--- src/rtl/instruction_fetch_unit.sv ---
// Fetches num_inst consecutive imem words from base_addr and streams them to the decoder in order.
// Latency: start at T -> first imem read at T+1 -> inst_valid at T+3; sustains 1 word/cycle.
// Backpressure: inst_ready low fills the show-ahead FIFO; reads stop once FIFO + in-flight reach depth.

module ifu_fifo #(
    parameter int W     = 32,
    parameter int DEPTH = 4
) (
    input  logic                         clk,
    input  logic                         reset,
    input  logic                         flush,
    input  logic                         push_vld,
    input  logic [W-1:0]                 push_dat,
    input  logic                         pop_rdy,
    output logic                         head_vld,
    output logic [W-1:0]                 head_dat,
    output logic [$clog2(DEPTH+1)-1:0]   count
);
    localparam int PW = (DEPTH > 1) ? $clog2(DEPTH) : 1;
    localparam int CW = $clog2(DEPTH + 1);
    localparam logic [PW-1:0] LAST = PW'(DEPTH - 1);

    logic [W-1:0]  mem [DEPTH];
    logic [PW-1:0] wr_ptr;
    logic [PW-1:0] rd_ptr;
    logic          pop;

    assign head_vld = (count != '0);
    // Gate the head so the data output reads as zero whenever the FIFO is empty.
    assign head_dat = head_vld ? mem[rd_ptr] : '0;
    assign pop      = head_vld && pop_rdy;

    always_ff @(posedge clk or negedge reset) begin
        if (!reset) begin
            wr_ptr <= '0;
            rd_ptr <= '0;
            count  <= '0;
        end else if (flush) begin
            wr_ptr <= '0;
            rd_ptr <= '0;
            count  <= '0;
        end else begin
            if (push_vld)
                wr_ptr <= (wr_ptr == LAST) ? '0 : wr_ptr + PW'(1);
            if (pop)
                rd_ptr <= (rd_ptr == LAST) ? '0 : rd_ptr + PW'(1);
            if (push_vld && !pop)
                count <= count + CW'(1);
            else if (!push_vld && pop)
                count <= count - CW'(1);
        end
    end

    always_ff @(posedge clk) begin
        if (push_vld && !flush)
            mem[wr_ptr] <= push_dat;
    end
endmodule

module instruction_fetch_unit #(
    parameter int DATA_WIDTH = 32,
    parameter int ADDR_WIDTH = 11,
    parameter int COUNT_W    = 16,
    parameter int FIFO_DEPTH = 4
) (
    input  logic                  clk,
    input  logic                  reset,
    input  logic                  start,
    input  logic [ADDR_WIDTH-1:0] base_addr,
    input  logic [COUNT_W-1:0]    num_inst,
    input  logic                  abort,
    output logic                  busy,
    output logic                  done,
    output logic                  imem_read_req,
    output logic [ADDR_WIDTH-1:0] imem_read_addr,
    input  logic [DATA_WIDTH-1:0] imem_read_data,
    output logic                  inst_valid,
    output logic [DATA_WIDTH-1:0] inst_data,
    input  logic                  inst_ready
);
    localparam int CW = $clog2(FIFO_DEPTH + 1);
    localparam logic [CW:0] DEPTH_L = (CW + 1)'(FIFO_DEPTH);

    typedef enum logic [1:0] {IDLE, FETCH, DRAIN, DONE} state_t;

    state_t                state;
    state_t                state_nxt;
    logic [ADDR_WIDTH-1:0] addr_q;
    logic [COUNT_W-1:0]    num_q;
    logic [COUNT_W-1:0]    issued;
    logic [COUNT_W-1:0]    delivered;
    logic                  inflight;
    logic [CW-1:0]         fifo_cnt;
    logic [CW:0]           occupancy;
    logic                  pop;
    logic                  start_acc;

    // Occupancy counts the read still on its way back so the FIFO can never overflow.
    assign occupancy      = {1'b0, fifo_cnt} + {{CW{1'b0}}, inflight};
    assign imem_read_req  = (state == FETCH) && (issued < num_q) && (occupancy < DEPTH_L);
    assign imem_read_addr = addr_q;
    assign pop            = inst_valid && inst_ready;
    assign busy           = (state != IDLE);
    assign done           = (state == DONE);
    assign start_acc      = (state == IDLE) && start && !abort;

    always_comb begin
        state_nxt = state;
        if (abort) begin
            state_nxt = IDLE;
        end else begin
            case (state)
                IDLE:    if (start) state_nxt = (num_inst == '0) ? DONE : FETCH;
                FETCH:   if (imem_read_req && (issued + COUNT_W'(1) == num_q)) state_nxt = DRAIN;
                // Include this cycle's pop so done follows the last delivery immediately.
                DRAIN:   if (delivered + {{(COUNT_W-1){1'b0}}, pop} == num_q) state_nxt = DONE;
                DONE:    state_nxt = IDLE;
                default: state_nxt = IDLE;
            endcase
        end
    end

    always_ff @(posedge clk or negedge reset) begin
        if (!reset) begin
            state     <= IDLE;
            addr_q    <= '0;
            num_q     <= '0;
            issued    <= '0;
            delivered <= '0;
            inflight  <= 1'b0;
        end else begin
            state    <= state_nxt;
            inflight <= imem_read_req && !abort;
            if (start_acc) begin
                addr_q    <= base_addr;
                num_q     <= num_inst;
                issued    <= '0;
                delivered <= '0;
            end else begin
                if (imem_read_req) begin
                    addr_q <= addr_q + ADDR_WIDTH'(1);
                    issued <= issued + COUNT_W'(1);
                end
                if (pop)
                    delivered <= delivered + COUNT_W'(1);
            end
        end
    end

    ifu_fifo #(
        .W     (DATA_WIDTH),
        .DEPTH (FIFO_DEPTH)
    ) u_fifo (
        .clk      (clk),
        .reset    (reset),
        .flush    (abort),
        .push_vld (inflight),
        .push_dat (imem_read_data),
        .pop_rdy  (inst_ready),
        .head_vld (inst_valid),
        .head_dat (inst_data),
        .count    (fifo_cnt)
    );
endmodule

--- config.mk ---
export PLATFORM = sky130hd
export DESIGN_NAME = instruction_fetch_unit
export DESIGN_NICKNAME = d
export VERILOG_FILES = /design/src/rtl/instruction_fetch_unit.sv
export SDC_FILE = /design/constraint.sdc
export NUM_CORES = 1
export LEC_CHECK = 0
export ABC_AREA = 1
export BUFFER_PORTS_ARGS = -buffer_cell sky130_fd_sc_hd__buf_2
export CORE_MARGIN = 2
export CORE_UTILIZATION = 55
export DETAILED_ROUTE_END_ITERATION = 8
export PLACE_DENSITY = 0.81
export SLEW_MARGIN = 10
export SYNTH_ARGS = -nofsm -noshare
export SYNTH_HDL_FRONTEND = slang
export SYNTH_HIERARCHICAL = 1
export SYNTH_SLANG_ARGS = --single-unit
--- constraint.sdc ---
create_clock -name clk -period 3.46 [get_ports clk]
set_input_delay 0.173 -clock clk [delete_from_list [all_inputs] [get_ports clk]]
set_output_delay 0.173 -clock clk [all_outputs]
set_load 0.02 [all_outputs]
==> impl_results.md, run 1 <==
- Ports: 111
- Storage cell area: 5572 µm²
- Crit. End Element: flip-flop
- Final Critical Period: 2.635 ns
- Post-Syn Area: 9888 µm²
- Placer Congestion: 1.011
- IO buf count: 110
- CTS root buffer: clkbuf_16
- Comb pwr share: 40.4%
- Multi-input gate area: 3790 µm²
- Worst path required time: 3.80 ns
- EDFF count, synth: 128
- Largest stage delay, worst path: 0.41 ns
- Static leakage: 0.004953 µW
- CP dominant cell by count: nand2_1
- Initial core utilization: 55.62%
- Worst skew pair latency: 0.45 ns
- Yosys warnings: 6
- Initial DRC Count: 626
- Critical Path Source Type: flip-flop
- # setup viols final: 0
- Mapped Cells: 1082
- Crit path max fanout: 6
- Cell Rows: 49
- Post-CTS Setup Inserts: 0
- Antenna-violating nets left: 0
- Status: completed
- Part of the Yosys area used for sequential elements: 56.33%
- Synthesized flop and latch total: 197
- Clock network power share: 23.4%
- Die area: 19070 µm²
- Min-delay worst type: primary input to flip-flop
- Via density: 5.644
- Antenna cells: 0
- Area growth, synth to finish: 19.36%
- Crit path DAT: 2.98 ns
- HPWL after DPL: 16480 µm
- Ys flop type: edfxtp_1
- Maximum VDD drop: 488.7 µV
- First-pass GRT wire length: 40470 µm
- Die Wd: 138.1 µm
- Cells along the critical path: nor2_1 -> nand2_1 -> nand2_1 -> inv_1 -> ha_1 -> ha_1 -> nand3_2 -> inv_2 -> nand2_1 -> xnor2_1 -> nand3_1 -> nor2_1 -> nand2_1 -> nor2_1 -> nor2_1 -> nor2_2 -> nand2_1 -> nand2_1 -> nand2_1
- Pint: 4879 µW
- Final Hold Viols: 0
- WL/cell: 17.02 µm
- Post-CTS sizing: 0
- Seq pwr share: 36.2%
- Total of max-cap violations: 0
- Net load switching power: 3556 µW
- # DRC: 0
- RSZ-0062 raised after global routing: no
- Fin nets: 1340
- Number of global-route vias before repair: 8173
- Overflow after GRT: 0
- Final setup skew: 0.01696 ns
- Tcrit/Tclk final: 76.14%
- Final WL: 25310 µm
- Max Slew Vio Count: 0
- Ys async rst share: 35.03%
- GRT Resource Usage Total: 26.70%
- Core ar.: 17780 µm²
- Clk slew on worst S/H paths: 0.08 ns
- WS Path Type: flip-flop to flip-flop
- Netlist cell types: 40
- Power Total: 8435 µW
- Die height: 138.1 µm
- Setup TNS: 0 ns
- Commonest cells after routing, fill and taps aside: nand2_1 (207), nor2_1 (190), edfxtp_1 (128)
- PD cells: 714.7 nW/µm²
- Relative slew margins: 29.87%
- Number of CTS-inserted buffers: 17
- TritonCTS clock tree: built
- Via count: 8392
- # fillers: 1379
- Worst-Margin Slew: 1.050 ns
- CTS Buffer Depth: 2
- Largest net degree at the start of global routing: 67
- H-tree levels: 4
- Syn Area/Cell: 9.139 µm²
- Commonest non-fill, non-tap cell in the layout: nand2_1
- Detailed Routing Iterations Pass 1: 6
- Switching share of power: 42.16%
- WHS: 0.03089 ns
- Post-Syn Nets: 1177
- Initial antenna violation count: 0
- Max Freq: 0.3796 GHz
- Sink Count: 197
- CP max-delay cell: dfrtp_1
- Share of layout cells above drive strength 1: 14.31%
[flip-flops by register name, summed over array words and instances (netlist names)]
| name | flops |
|---|---|
| issued | 16 |
| num_q | 16 |
| u_fifo/count | 3 |
| u_fifo/wr_ptr | 2 |
| u_fifo/rd_ptr | 2 |
| inflight | 1 |
| delivered | 16 |
| imem_read_addr | 11 |
| state | 2 |
| u_fifo/mem | 128 |
[metal layers]
| metal | vias up | GRT usage (%) | part of all wire (%) |
|---|---|---|---|
| met5 | - | 0 | 0 |
| met4 | 0 | 10.15 | 2.8 |
| met3 | 65 | 5.161 | 6.3 |
| met2 | 352 | 47.19 | 51 |
| met1 | 3985 | 32.59 | 40 |
| li1 | 3990 | - | - |
[logic make-up (layout without fill, tap and decap cells)]
group                      count (synthesis)  after routing  share of synthesized area [%]
and+or+nand+nor                          519            519                          22.17
DFF                                      197            197                          56.33
AOI/OAI and AO/OA                        184            184                          9.996
buffers and inverters                    130            306                          5.643
adders and majority gates                 31             31                          3.998
xor gates and xnor gates                  21             21                          1.860
[stage by stage]
stage | utilization (%) | setup WS (ns) | instance area (µm²) | cells
final | 66.38 | 0.8255 | 11800 | 1487
after CTS | 66.33 | 0.8258 | 11790 | 1486
after detailed placement | 59.92 | 0.8319 | 10650 | 1400
after global placement | 59.92 | 0.9725 | 10650 | 1400
after global routing | 66.38 | 0.5826 | 11800 | 1487
after floorplan | - | 1.011 | 9888 | 1082
[critical path, delay by kind of cell, from the launching register on]
kind / cells / cell delay (ns)
buffers and inverters: 2 / 0.29
adder cells (fa/ha/maj): 2 / 0.43
AND/OR/NAND/NOR: 14 / 1.25
flip-flops: 1 / 0.41
XOR/XNOR: 1 / 0.14
[cell usage after synthesis, drive strengths merged (2+ instances only)]
master | instances | share of area [%]
nand2 | 213 | 8.2
nor2 | 204 | 8.3
edfxtp | 128 | 39
o21ai | 106 | 5.4
inv | 93 | 3.5
dfrtp | 69 | 17
nand3 | 66 | 3.4
a21oi | 49 | 2.5
ha | 30 | 3.8
buf | 20 | 1.4
nand4 | 18 | 1.1
clkbuf | 13 | 0.56
xnor2 | 13 | 1.2
nor3 | 10 | 0.51
o22ai | 10 | 0.63
xor2 | 8 | 0.71
o211ai | 5 | 0.38
clkinv | 4 | 0.15
nor4 | 4 | 0.25
o21bai | 4 | 0.30
a211oi | 2 | 0.15
a31oi | 2 | 0.13
and2 | 2 | 0.13
o221ai | 2 | 0.18
[final timing paths]
check	slack [ns]	end	from	cells past startpoint
worst max-delay path	0.83	state[1]	u_fifo/count[0]	19
worst min-delay path	0.03	num_q[12]	num_inst[12]	3
worst max register to register	0.83	state[1]	u_fifo/count[0]	19
worst min register to register	0.53	delivered[14]	delivered[14]	1
max in group asynchronous	2.18	delivered[12]	reset	3
min in group asynchronous	0.26	state[1]	reset	2
[power by group through the flow]
stage	registers, µW	clock network, µW	logic (µW)
final	3060	1980	3400
after global routing	3080	2100	3740
after CTS	3050	1990	3350
after detailed placement	3090	0	3280
after global placement	3080	0	3210
after floorplan	3100	0	2310
[layout make-up]
class,instances,share of cell area [%]
timing repair buffer,177,10.09
clock inverter,15,1.474
tap,229,2.428
multi-input combinational,755,32.11
sequential,197,47.21
clock buffer,17,3.604
inverter,97,3.085
[timing repair]
action | in CTS | in global routing
setup endpoints to repair | 0 | 0
endpoints found under the hold margin | 174 | 1
hold buffers | 54 | 1
Note: power is estimated with default switching activity, not from simulation.
==> inputs of run 2 (changes only) <==
- CORE_UTILIZATION: 55 -> 53
- clock period: 3.46 -> 2.2 ns (I/O delays scaled with it)
==> run 2 against run 1 <==
Compared with the run above:
- the flow now finishes with violations (negative setup slack)
- wire length is 8.6% higher
- die area is 3.7% higher
- non-clock buffer count is 78 higher
- maximum frequency is 11% higher
- sequential power is 56% higher
- clock-buffer cell count stayed put
- largest cell class unchanged
- highest routed layer unchanged
==> impl_results.md, run 2 (same netlist as run 1, synthesis figures left out) <==
- Status: finished with violations
- Violated checks: negative setup slack
- Overflow after GRT: 0 (unchanged)
- Crit path DAT: 2.70 ns (-0.28 ns)
- Crit. End Element: flip-flop
- DP Area: 11240 µm² (+5.5%)
- Share of layout cells above drive strength 1: 21.84% (+7.5 points)
- Critical Path Source Type: flip-flop
- GRT Resource Usage Total: 27.63% (+0.93 points)
- WL/cell: 17.54 µm (+3.1%)
- DR WL met2: 13910 µm (+8.2%)
- Net load switching power: 6068 µW (+71%)
- R2R depth: 17 (-2)
- Antenna-violating nets left: 0 (unchanged)
- Worst skew pair latency: 0.45 ns (about the same)
- Final Critical Period: 2.363 ns (-0.2714 ns)
- # setup viols final: 3 (+3)
- Die Wd: 140.6 µm (+1.8%)
- Clock network power share: 22.0% (-1.4 points)
- TritonCTS clock tree: built
- Crit path max fanout: 4 (-2)
- CTS Buffer Depth: 2 (unchanged)
- Worst-Margin Slew: 1.064 ns (+0.01317 ns)
- Setup TNS: -0.3742 ns (-0.3742 ns)
- Pint: 8599 µW (+76%)
- Clk slew on worst S/H paths: 0.08 ns (about the same)
- Die area: 19770 µm² (+3.7%)
- Maximum VDD drop: 702.0 µV (+44%)
- Largest Register: u_fifo/mem
- Hold path depth: 3 (unchanged)
- Initial DRC Count: 822 (+31%)
- Met3 WL: 2079 µm (+30%)
- H-tree levels: 4 (unchanged)
- RSZ-0062 raised after global routing: yes
- Highest metal used: met4
- Max FFs per register: 128 (unchanged)
- WHS: 0.09443 ns (+0.06354 ns)
- Cell Rows: 49 (unchanged)
- Total of max-cap violations: 0 (unchanged)
- Comb pwr share: 45.5% (+5.1 points)
- Max Slew Vio Count: 0 (unchanged)
- Cell area after layout: 12780 µm² (+8.3%)
- Max Freq: 0.4232 GHz (+11%)
- Via count: 8811 (+5.0%)
- Placer Congestion: 0.9655 (-4.5%)
- Detailed Routing Iterations Pass 1: 5 (-1)
- Static leakage: 0.005411 µW (+9.2%)
- Tcrit/Tclk final: 107.4% (+31 points)
- IO buf count: 110 (unchanged)
- Largest net degree at the start of global routing: 57 (-15%)
- Initial antenna violation count: 1 (+1)
- Die height: 140.6 µm (+1.8%)
- Commonest non-fill, non-tap cell in the layout: nand2_1
- Sink Count: 197 (unchanged)
- Ports: 111 (unchanged)
- Final setup skew: 0.01369 ns (-0.003264 ns)
- Number of global-route vias before repair: 8585 (+5.0%)
- Area growth, synth to finish: 29.23%
- WL met1: 10610 µm (+4.6%)
- HPWL after DPL: 17080 µm (+3.6%)
- Final Hold Viols: 0 (unchanged)
- Switching share of power: 41.37% (-0.78 points)
- First-pass GRT wire length: 42700 µm (+5.5%)
- # DRC: 0 (unchanged)
- Worst setup margin: -0.1631 ns (-0.9886 ns)
- # fillers: 1235 (-10%)
- Worst path required time: 2.53 ns (-1.27 ns)
- Fin nets: 1419 (+5.9%)
- Commonest cells after routing, fill and taps aside: nand2_1 (202), nor2_1 (187), edfxtp_1 (128)
- Number of CTS-inserted buffers: 17 (unchanged)
- Min-delay worst type: primary input to flip-flop
- Seq pwr share: 32.5% (-3.7 points)
- Relative slew margins: 28.92% (-0.94 points)
- Final WL: 27490 µm (+8.6%)
- WS Path Type: flip-flop to flip-flop
- CTS root buffer: clkbuf_16
- Via density: 5.623 (-0.37%)
- Initial core utilization: 54.49% (-1.1 points)
- PD cells: 1148 nW/µm² (+61%)
- Core ar.: 18150 µm² (+2.1%)
[run 2: critical path, cell delays in order, from the launching register on]
cell	delay, ns
dfrtp_1	0.43
ha_1	0.25
nand2_1	0.12
inv_1	0.08
nor2_1	0.16
inv_1	0.08
nand2_1	0.07
nand2_1	0.07
nor2_1	0.12
nand2_1	0.06
nor2_1	0.11
nand2_1	0.07
nor2_1	0.19
nand3_2	0.15
nand2_2	0.11
nand2_1	0.07
nand2_1	0.06
nand2_1	0.04
[run 2: path summary, 6_finish.rpt]
kind / end / slack, ns / from
setup / recovery: state[1] / -0.16 / issued[0]
hold / removal: inflight / 0.09 / abort
setup reg to reg: state[1] / -0.16 / issued[0]
hold reg to reg: delivered[14] / 0.54 / delivered[14]
max in group asynchronous: imem_read_addr[5] / 1.26 / reset
min in group asynchronous: issued[2] / 0.19 / reset
[run 2: power groups by stage]
stage	Clock (µW)	Combinational, µW	Sequential (µW)
2_1_floorplan	0	3670	4880
3_3_place_gp	0	5750	4780
3_5_place_dp	0	5930	4800
4_1_cts	3260	6200	4730
5_1_grt	3450	7240	4810
6_report	3220	6680	4770
[run 2: timing repair]
item	4_1_cts	5_1_grt
setup buffers	4	6
gates resized for setup	13	36
hold buffers	60	0
hold endpoints to repair	174	0
endpoints found under the setup margin	3	24
pin swaps	12	15
cloned	0	3
[run 2: stage by stage]
step / cells / setup WS, ns / utilization, % / total power, µW
6_report: 1567 / -0.1631 / 70.42 / 14670
5_1_grt: 1567 / -0.3416 / 70.42 / 15500
4_1_cts: 1557 / -0.1131 / 69.17 / 14190
3_3_place_gp: 1461 / -0.1082 / 61.94 / 10530
2_1_floorplan: 1082 / -0.2421 / - / 8550
3_5_place_dp: 1461 / -0.1277 / 61.94 / 10730
[run 2: final cells by class]
class	count	area, µm²	area share (%)
Sequential cell	197	5574	43.62
Multi-Input combinational cell	755	3971	31.08
Timing Repair Buffer	255	1942	15.20
Clock buffer	17	425.4	3.329
Inverter	97	376.6	2.947
Tap cell	229	286.5	2.242
Clock inverter	15	195.2	1.527
Timing Repair inverter	1	5.005	0.03917
Antenna cell	1	2.502	0.01958
[run 2: per-layer routing]
layer | global-route usage (%) | vias to the layer above
met4 | 10.26 | 0
met2 | 48.63 | 477
met5 | 0 | -
met3 | 4.891 | 85
met1 | 34.38 | 4107
li1 | - | 4142
